[src/rtl/obi_mem_arbiter.sv]
// obi_mem_arbiter: two OBI requesters sharing one OBI data-memory port.
// m0 = core LSU, m1 = secondary (fetch / debug / DMA).
// Ports: clk_i, rst_i (sync, active-high); per requester m{0,1}_req/gnt/addr/
// we/be/wdata/rvalid/rdata/err; memory side s_req/gnt/addr/we/be/wdata/
// rvalid/rdata/err.
// Macro OBI_ARB_RR_EN: defined = round-robin on conflict, else m0 has fixed
// priority. Responses are routed in order through an ID FIFO.
module obi_mem_arbiter #(
    parameter int ADDR_WIDTH      = 32,
    parameter int DATA_WIDTH      = 32,
    parameter int MAX_OUTSTANDING = 2
) (
    input  logic                    clk_i,
    input  logic                    rst_i,
    input  logic                    m0_req_i,
    output logic                    m0_gnt_o,
    input  logic [ADDR_WIDTH-1:0]   m0_addr_i,
    input  logic                    m0_we_i,
    input  logic [DATA_WIDTH/8-1:0] m0_be_i,
    input  logic [DATA_WIDTH-1:0]   m0_wdata_i,
    output logic                    m0_rvalid_o,
    output logic [DATA_WIDTH-1:0]   m0_rdata_o,
    output logic                    m0_err_o,
    input  logic                    m1_req_i,
    output logic                    m1_gnt_o,
    input  logic [ADDR_WIDTH-1:0]   m1_addr_i,
    input  logic                    m1_we_i,
    input  logic [DATA_WIDTH/8-1:0] m1_be_i,
    input  logic [DATA_WIDTH-1:0]   m1_wdata_i,
    output logic                    m1_rvalid_o,
    output logic [DATA_WIDTH-1:0]   m1_rdata_o,
    output logic                    m1_err_o,
    output logic                    s_req_o,
    input  logic                    s_gnt_i,
    output logic [ADDR_WIDTH-1:0]   s_addr_o,
    output logic                    s_we_o,
    output logic [DATA_WIDTH/8-1:0] s_be_o,
    output logic [DATA_WIDTH-1:0]   s_wdata_o,
    input  logic                    s_rvalid_i,
    input  logic [DATA_WIDTH-1:0]   s_rdata_i,
    input  logic                    s_err_i
);

    localparam int BW = DATA_WIDTH / 8;
    localparam int PW = (MAX_OUTSTANDING > 1) ? $clog2(MAX_OUTSTANDING) : 1;
    localparam int CW = $clog2(MAX_OUTSTANDING + 1);

    logic [MAX_OUTSTANDING-1:0] id_q;
    logic [PW-1:0]              wptr_q;
    logic [PW-1:0]              rptr_q;
    logic [CW-1:0]              cnt_q;
    logic                       lock_q;
    logic                       lock_id_q;

    logic full;
    logic empty;
    logic req;
    logic pick;
    logic sel;
    logic hs;
    logic pop;
    logic head;
    logic live;

    function automatic logic [PW-1:0] ptr_inc(input logic [PW-1:0] p);
        return (p == PW'(MAX_OUTSTANDING - 1)) ? '0 : p + PW'(1);
    endfunction

`ifdef OBI_ARB_RR_EN
    // Last granted requester; resets to 1 so m0 wins the first conflict.
    logic last_q;

    always_ff @(posedge clk_i) begin
        if (rst_i) begin
            last_q <= 1'b1;
        end else if (hs) begin
            last_q <= sel;
        end
    end

    assign pick = (m0_req_i & m1_req_i) ? ~last_q : m1_req_i;
`else
    assign pick = m1_req_i & ~m0_req_i;
`endif

    assign full  = (cnt_q == CW'(MAX_OUTSTANDING));
    assign empty = (cnt_q == '0);
    // A refused address phase stays locked onto the same requester.
    assign req   = ~full & (lock_q | m0_req_i | m1_req_i);
    assign sel   = lock_q ? lock_id_q : pick;
    assign hs    = req & s_gnt_i;
    assign pop   = s_rvalid_i & ~empty;
    assign head  = id_q[rptr_q];
    assign live  = ~rst_i;

    always_comb begin
        s_req_o     = 1'b0;
        s_addr_o    = '0;
        s_we_o      = 1'b0;
        s_be_o      = '0;
        s_wdata_o   = '0;
        m0_gnt_o    = 1'b0;
        m1_gnt_o    = 1'b0;
        m0_rvalid_o = 1'b0;
        m0_rdata_o  = '0;
        m0_err_o    = 1'b0;
        m1_rvalid_o = 1'b0;
        m1_rdata_o  = '0;
        m1_err_o    = 1'b0;
        if (live) begin
            s_req_o = req;
            s_be_o  = {BW{1'b1}};
            if (req) begin
                s_addr_o  = sel ? m1_addr_i  : m0_addr_i;
                s_we_o    = sel ? m1_we_i    : m0_we_i;
                s_be_o    = sel ? m1_be_i    : m0_be_i;
                s_wdata_o = sel ? m1_wdata_i : m0_wdata_i;
            end
            m0_gnt_o = hs & ~sel;
            m1_gnt_o = hs & sel;
            if (pop & ~head) begin
                m0_rvalid_o = 1'b1;
                m0_rdata_o  = s_rdata_i;
                m0_err_o    = s_err_i;
            end
            if (pop & head) begin
                m1_rvalid_o = 1'b1;
                m1_rdata_o  = s_rdata_i;
                m1_err_o    = s_err_i;
            end
        end
    end

    always_ff @(posedge clk_i) begin
        if (rst_i) begin
            id_q      <= '0;
            wptr_q    <= '0;
            rptr_q    <= '0;
            cnt_q     <= '0;
            lock_q    <= 1'b0;
            lock_id_q <= 1'b0;
        end else begin
            if (hs) begin
                id_q[wptr_q] <= sel;
                wptr_q       <= ptr_inc(wptr_q);
            end
            if (pop) begin
                rptr_q <= ptr_inc(rptr_q);
            end
            case ({hs, pop})
                2'b10:   cnt_q <= cnt_q + CW'(1);
                2'b01:   cnt_q <= cnt_q - CW'(1);
                default: cnt_q <= cnt_q;
            endcase
            if (hs) begin
                lock_q <= 1'b0;
            end else if (req) begin
                lock_q    <= 1'b1;
                lock_id_q <= sel;
            end
        end
    end

`ifndef SYNTHESIS
    // A response with nothing outstanding is dropped.
    always_ff @(posedge clk_i) begin
        if (!rst_i && s_rvalid_i) begin
            assert (!empty)
            else $error("obi_mem_arbiter: rvalid with no outstanding id");
        end
    end
`endif

endmodule

[config.mk]
export PLATFORM = sky130hd
export DESIGN_NAME = obi_mem_arbiter
export DESIGN_NICKNAME = d
export VERILOG_FILES = /design/src/rtl/obi_mem_arbiter.sv
export SDC_FILE = /design/constraint.sdc
export NUM_CORES = 1
export LEC_CHECK = 0
export CORE_AREA = 10 10 115 117
export DETAILED_ROUTE_END_ITERATION = 8
export DIE_AREA = 0 0 125 127
export GPL_TIMING_DRIVEN = 0
export PLACE_DENSITY = 0.83
export SLEW_MARGIN = 10
export SYNTH_ARGS = -nofsm -noshare
export SYNTH_HDL_FRONTEND = slang
export SYNTH_SLANG_ARGS = --single-unit
export TNS_END_PERCENT = 50
[constraint.sdc]
create_clock -name clk_i -period 2.55 [get_ports clk_i]
set_clock_uncertainty 0.2 [all_clocks]
set_input_delay 0.255 -clock clk_i [delete_from_list [all_inputs] [get_ports clk_i]]
set_output_delay 0.255 -clock clk_i [all_outputs]
set_load 0.005 [all_outputs]
* After elaboration in Yosys (flattened, before gate mapping)
Cells that the tools add are included.
** Word-level totals
- Register bits :: 8
- Output and inout bits :: 140
- Bits of input ports :: 177
- Word-level logic and storage cells :: 73
** Cells by class
- Reductions and logical operators :: 5
- Equality and inequality tests :: 3
- Bitwise logic cells :: 16
- $add $sub $neg :: 4
- Muxes and demuxes :: 36
- Magnitude comparators :: 3
** Operator list (count)
- $mux 32 :: 10
- $mux 1 :: 20
- $mux 4 :: 3
- $and 1x1->1 :: 8
- $not 1->1 :: 6
- $eq 2x2->1 const B :: 2
- $lt 1x2->1 const B :: 2
- $pmux 2 s2 :: 1
- $add 1x1->1 const B :: 2
- $add 2x1->2 const B :: 1
- $bwmux 2 :: 1
- $eq 2x1->1 const B :: 1
- $logic_not 2->1 :: 1
- $or 1x1->1 :: 2
- $reduce_and 2->1 :: 1
- $reduce_bool 2->1 :: 1
- $reduce_or 2->1 :: 1
- $sub 2x1->2 const B :: 1
- $demux 1 s1 :: 1
- $ge 1x1->1 const B :: 1
- $logic_and 1x1->1 :: 1

* Longest topological paths before layout
Gate-level depths: netlist (run 1).
- Depth in word-level cells :: 6
- Gate-level depth with buffers :: 7
- Depth with buffers taken out :: 7

* Least setup slack after synthesis (run 1)
OpenSTA, ideal clock, no wires.
- Path type :: register to register
- Start point :: reg lock_q
- End point :: reg cnt_q[1]
- Clock period less this slack :: 1851 ps
- Path slack :: 699 ps
- Path buffers :: 0
- Arrival :: 1581 ps
- Cell stages (with the launch flop) :: 7
- Setup time :: 70 ps
- Cell sequence :: dfxtp_1 nor3_1 nor3_1 inv_1 ha_1 or3_1 a21oi_1
** On the way
- Longest elaborated chain between the ends :: 6
- Elaborated cells between the ends (all ways) :: 8
** Ends and longest elaborated chain
- start, declared :: line 52 : logic lock_q;
- start signal, assigned :: line 140 : lock_q <= 1'b0;
- start signal, assigned :: line 156 : lock_q <= 1'b0;
- start signal, assigned :: line 158 : lock_q <= 1'b1;
- $or 1x1->1 (*) (2 in series) :: line 89 : assign req = ~full & (lock_q | m0_req_i | m1_req_i);
- $and 1x1->1 (*) :: line 89
- $and 1x1->1 (*) :: line 91 : assign hs = req & s_gnt_i;
- $eq 2x1->1 / $eq 2x2->1 (equally long branches) :: line 150 : case ({hs, pop})
- $pmux 2 s2 / $reduce_bool 2->1 (equally long branches)
- end signal, assigned :: line 151 : 2'b10: cnt_q <= cnt_q + CW'(1);
- end signal, assigned :: line 152 : 2'b01: cnt_q <= cnt_q - CW'(1);
- end signal, assigned :: line 153 : default: cnt_q <= cnt_q;
- end, declared :: line 51 : logic [CW-1:0] cnt_q;
Mark *: on every way between the ends. The rest lies on a longest branch, timed or not.
A chain may end at the register's enable or synchronous reset.

* Worst setup path in the final report (run 1)
- Start point :: reg lock_q
- End point :: out s_addr_o[17]
** On the way
- Longest elaborated chain between the ends :: 5
- Elaborated cells between the ends (all ways) :: 7
** Ends and longest elaborated chain
- $or 1x1->1 (2 in series) :: line 89
- $and 1x1->1 :: line 89
- $mux 32 (*) :: line 113 : if (req) begin
- $mux 32 (*) :: line 110 : if (live) begin
- end, declared :: line 35 : output logic [ADDR_WIDTH-1:0] s_addr_o,
Marks and branches as above.

==> results of run 1 <==
layout make-up:
cell class,instances,area [sq um],area share (%)
timing repair buffer,324,3260,55.5
multi-input combinational,312,1920,32.7
buffer,40,256,4.37
tap,143,179,3.05
sequential,8,165,2.81
clock buffer,3,75.1,1.28
inverter,5,18.8,0.320
cells by family (layout without fill, tap and decap cells):
group                    after synthesis  in the layout
adder cells (fa/ha/maj)                1              1
buffers and inverters                 50            372
AO/OA/AOI/OAI                        150            150
AND/OR/NAND/NOR                      157            157
multiplexers                           1              1
XOR/XNOR                               3              3
flip-flops                             8              8
flip-flops by register name, summed over array words and instances, names as in the netlist:
signal and count:
lock_q 1, rptr_q 1, cnt_q 2, lock_id_q 1, id_q 2, wptr_q 1
cells in the mapped netlist:
master / n / area (sq um)
nand3_1: 70 / 350
o21ai_0: 70 / 350
and2_1: 67 / 419
a21oi_2: 40 / 350
clkbuf_1: 31 / 116
a21oi_1: 28 / 140
dfxtp_1: 8 / 160
a31oi_1: 5 / 31.3
buf_2: 5 / 25.0
buf_6: 5 / 56.3
inv_1: 5 / 18.8
buf_1: 4 / 15.0
nor2_1: 4 / 15.0
a311oi_1: 3 / 26.3
nor3_1: 3 / 15.0
or3_1: 3 / 18.8
a41oi_1: 2 / 17.5
nand2_1: 2 / 7.51
nor3b_2: 2 / 25.0
xor2_1: 2 / 17.5
and3_1: 1 / 6.26
ha_1: 1 / 12.5
mux2i_1: 1 / 10.0
nand2b_1: 1 / 6.26
nand4_1: 1 / 6.26
nor2b_1: 1 / 6.26
nor3_2: 1 / 10.0
o21ai_1: 1 / 5.00
o31ai_1: 1 / 7.51
or3b_1: 1 / 8.76
xnor2_1: 1 / 8.76
metrics by stage:
stage	power, mW	hold WS [ps]	instance area (sq um)	TNS [ps]
after floorplan	0.783	127	2260	0
after global placement	1.65	292	5610	-43540
after detailed placement	1.66	297	5610	-45560
after CTS	1.94	306	5760	-10.7
after global routing	2.08	353	5870	-617
final	1.94	309	5870	0
path summary, 6_finish.rpt:
path	startpoint	endpoint	slack [ps]
worst max-delay path	lock_q	s_addr_o[17]	20
worst min-delay path	wptr_q	wptr_q	310
worst max register to register	lock_q	cnt_q[1]	550
worst min register to register	wptr_q	wptr_q	310
timing repair:
action | 4_1_cts | 5_1_grt
setup endpoints to repair | 132 | 100
hold buffers | 0 | 0
pin swaps | 3 | 0
buffers inserted | 7 | 1
gates resized for setup | 63 | 57
per-layer routing:
layer	part of all wire, %	GRT usage [%]
met2	52	34.0
met3	8.6	6.91
met5	0.13	0
met1	38	21.2
met4	1.0	2.51
power by group:
| part | internal [mW] | switching (mW) | total (mW) |
|---|---|---|---|
| Sequential | 0.160 | 0.0432 | 0.203 |
| Combinational | 0.849 | 0.628 | 1.48 |
| Clock | 0.202 | 0.0625 | 0.265 |
| Total | 1.21 | 0.733 | 1.94 |
critical path: cells and delay by family (launching register included):
family	cells	cell delay, ps
AO/OA/AOI/OAI	1	100
buffers and inverters	3	830
flip-flops	1	390
AND/OR/NAND/NOR	2	500
==> results_dict.tcl, run 1 <==
set metrics [dict create \
    start_kind "register" \
    seq_area_frac_synth_pct 7.08 \
    pre_cts_ws_ps -616 \
    ant_nets 0 \
    p_leak_nw 2.67 \
    mostFrequentLayoutCells "clkdlybuf4s50_1, nand3_1, o21ai_0" \
    cts_buffer_depth 2 \
    synth_mux_area_share_pct 0.442 \
    num_io_pins 317 \
    detail_route.iter0.violations 221 \
    period_needed_ps 2530 \
    cts_tree "built" \
    synth-seq-cells 8 \
    tightest_slew_ps 454 \
    io_buffers 316 \
    dpl.cell_count 829 \
    htreeDepth 1 \
    globalRouteOverflowTotal 0 \
    synth-compound-area-share_pct 41.0 \
    synthesis.nets 548 \
    max_freq_mhz 395 \
    crit_type "register to output port" \
    maxSlewViolCount 0 \
    syn_area_sq_mm 0.00226 \
    slowest_delay_ps 520 \
    synth_xor_area_share_pct 1.16 \
    cts_root_buf "clkbuf_16" \
    fin_util_pct 52.8 \
    period_share_pct 99.2 \
    critPathSlowestCell "clkdlybuf4s50_1" \
    cp_cell_sequence "nor3_2 -> or3_4 -> buf_6 -> buf_6 -> a21oi_2 -> clkdlybuf4s50_1" \
    diodes 0 \
    crit_path_end_kind "output port" \
    numCtsBuffers 3 \
    insertion_delay_ps 230 \
    antenna_found_initial 2 \
    synth_top_family_by_area "compound AO/OA/AOI/OAI gates" \
    yosysUniqueCellTypes 31 \
    dr.pass1.iters 5 \
    hp-class "register to register" \
    vias 4038 \
    final_cells 835 \
    r2r_cells 6 \
    layout_setup_ws_ps 21.5 \
    coreArea_sq_mm 0.0111 \
    max_cap_violations 0 \
    crit_fanout 10 \
    num-fill-cells 1077 \
    syn_inst 370 \
    grt_max_degree 11 \
    via_per_inst 4.84 \
    powerDensity_mw_per_mm2 331 \
    rsz0062_at_grt "true" \
    nets 872 \
    hold_depth 2 \
    die_x_um 125 \
    ys_warn_count 0 \
    grt_pass1_vias 3971 \
    start_util_pct 20.3 \
    syn_avg_cell_area_sq_um 6.12 \
    outcome "completed" \
    relSlewSlack_pct 69.7 \
    routedWlPerCell_um 19.8 \
    num_rows 39 \
    setup_violations 0 \
    clock_sinks 8 \
    die_y_um 127 \
    syn2layout_area_growth_pct 159 \
    synthSimpleGateAreaFrac_pct 39.5 \
    final_common_cell "clkdlybuf4s50_1" \
    die-area_sq_mm 0.0159 \
    grt_use_total_pct 18.8 \
    clk_pin_slew_ps 40 \
    grt_pass1_wl_um 24300 \
    cp_common_cell "buf_6" \
    drc 0 \
    gp_congestion 0.840 \
    hold_viol_final 0 \
    synth_fa_ha_area_share_pct 0.553 \
    cp_data_required_time_ps 2100 \
    arrival_ps 2070 \
    hpwl_um 13700 \
    wl_um 16500 \
    drive_gt1_share_pct 14.2 \
    ir_drop_uv 209 \
]
Power figures use the tool's default switching activity.
==> run 2, diff against run 1 <==
--- a/config.mk
+++ b/config.mk
@@ -10,7 +10,7 @@
 export DIE_AREA = 0 0 125 127
 export GPL_TIMING_DRIVEN = 0
 export PLACE_DENSITY = 0.83
-export SLEW_MARGIN = 10
+export SLEW_MARGIN = 20
 export SYNTH_ARGS = -nofsm -noshare
 export SYNTH_HDL_FRONTEND = slang
 export SYNTH_SLANG_ARGS = --single-unit
==> results of run 2 <==
Same layout as run 1: the final DEF is identical, and so are final timing and power.
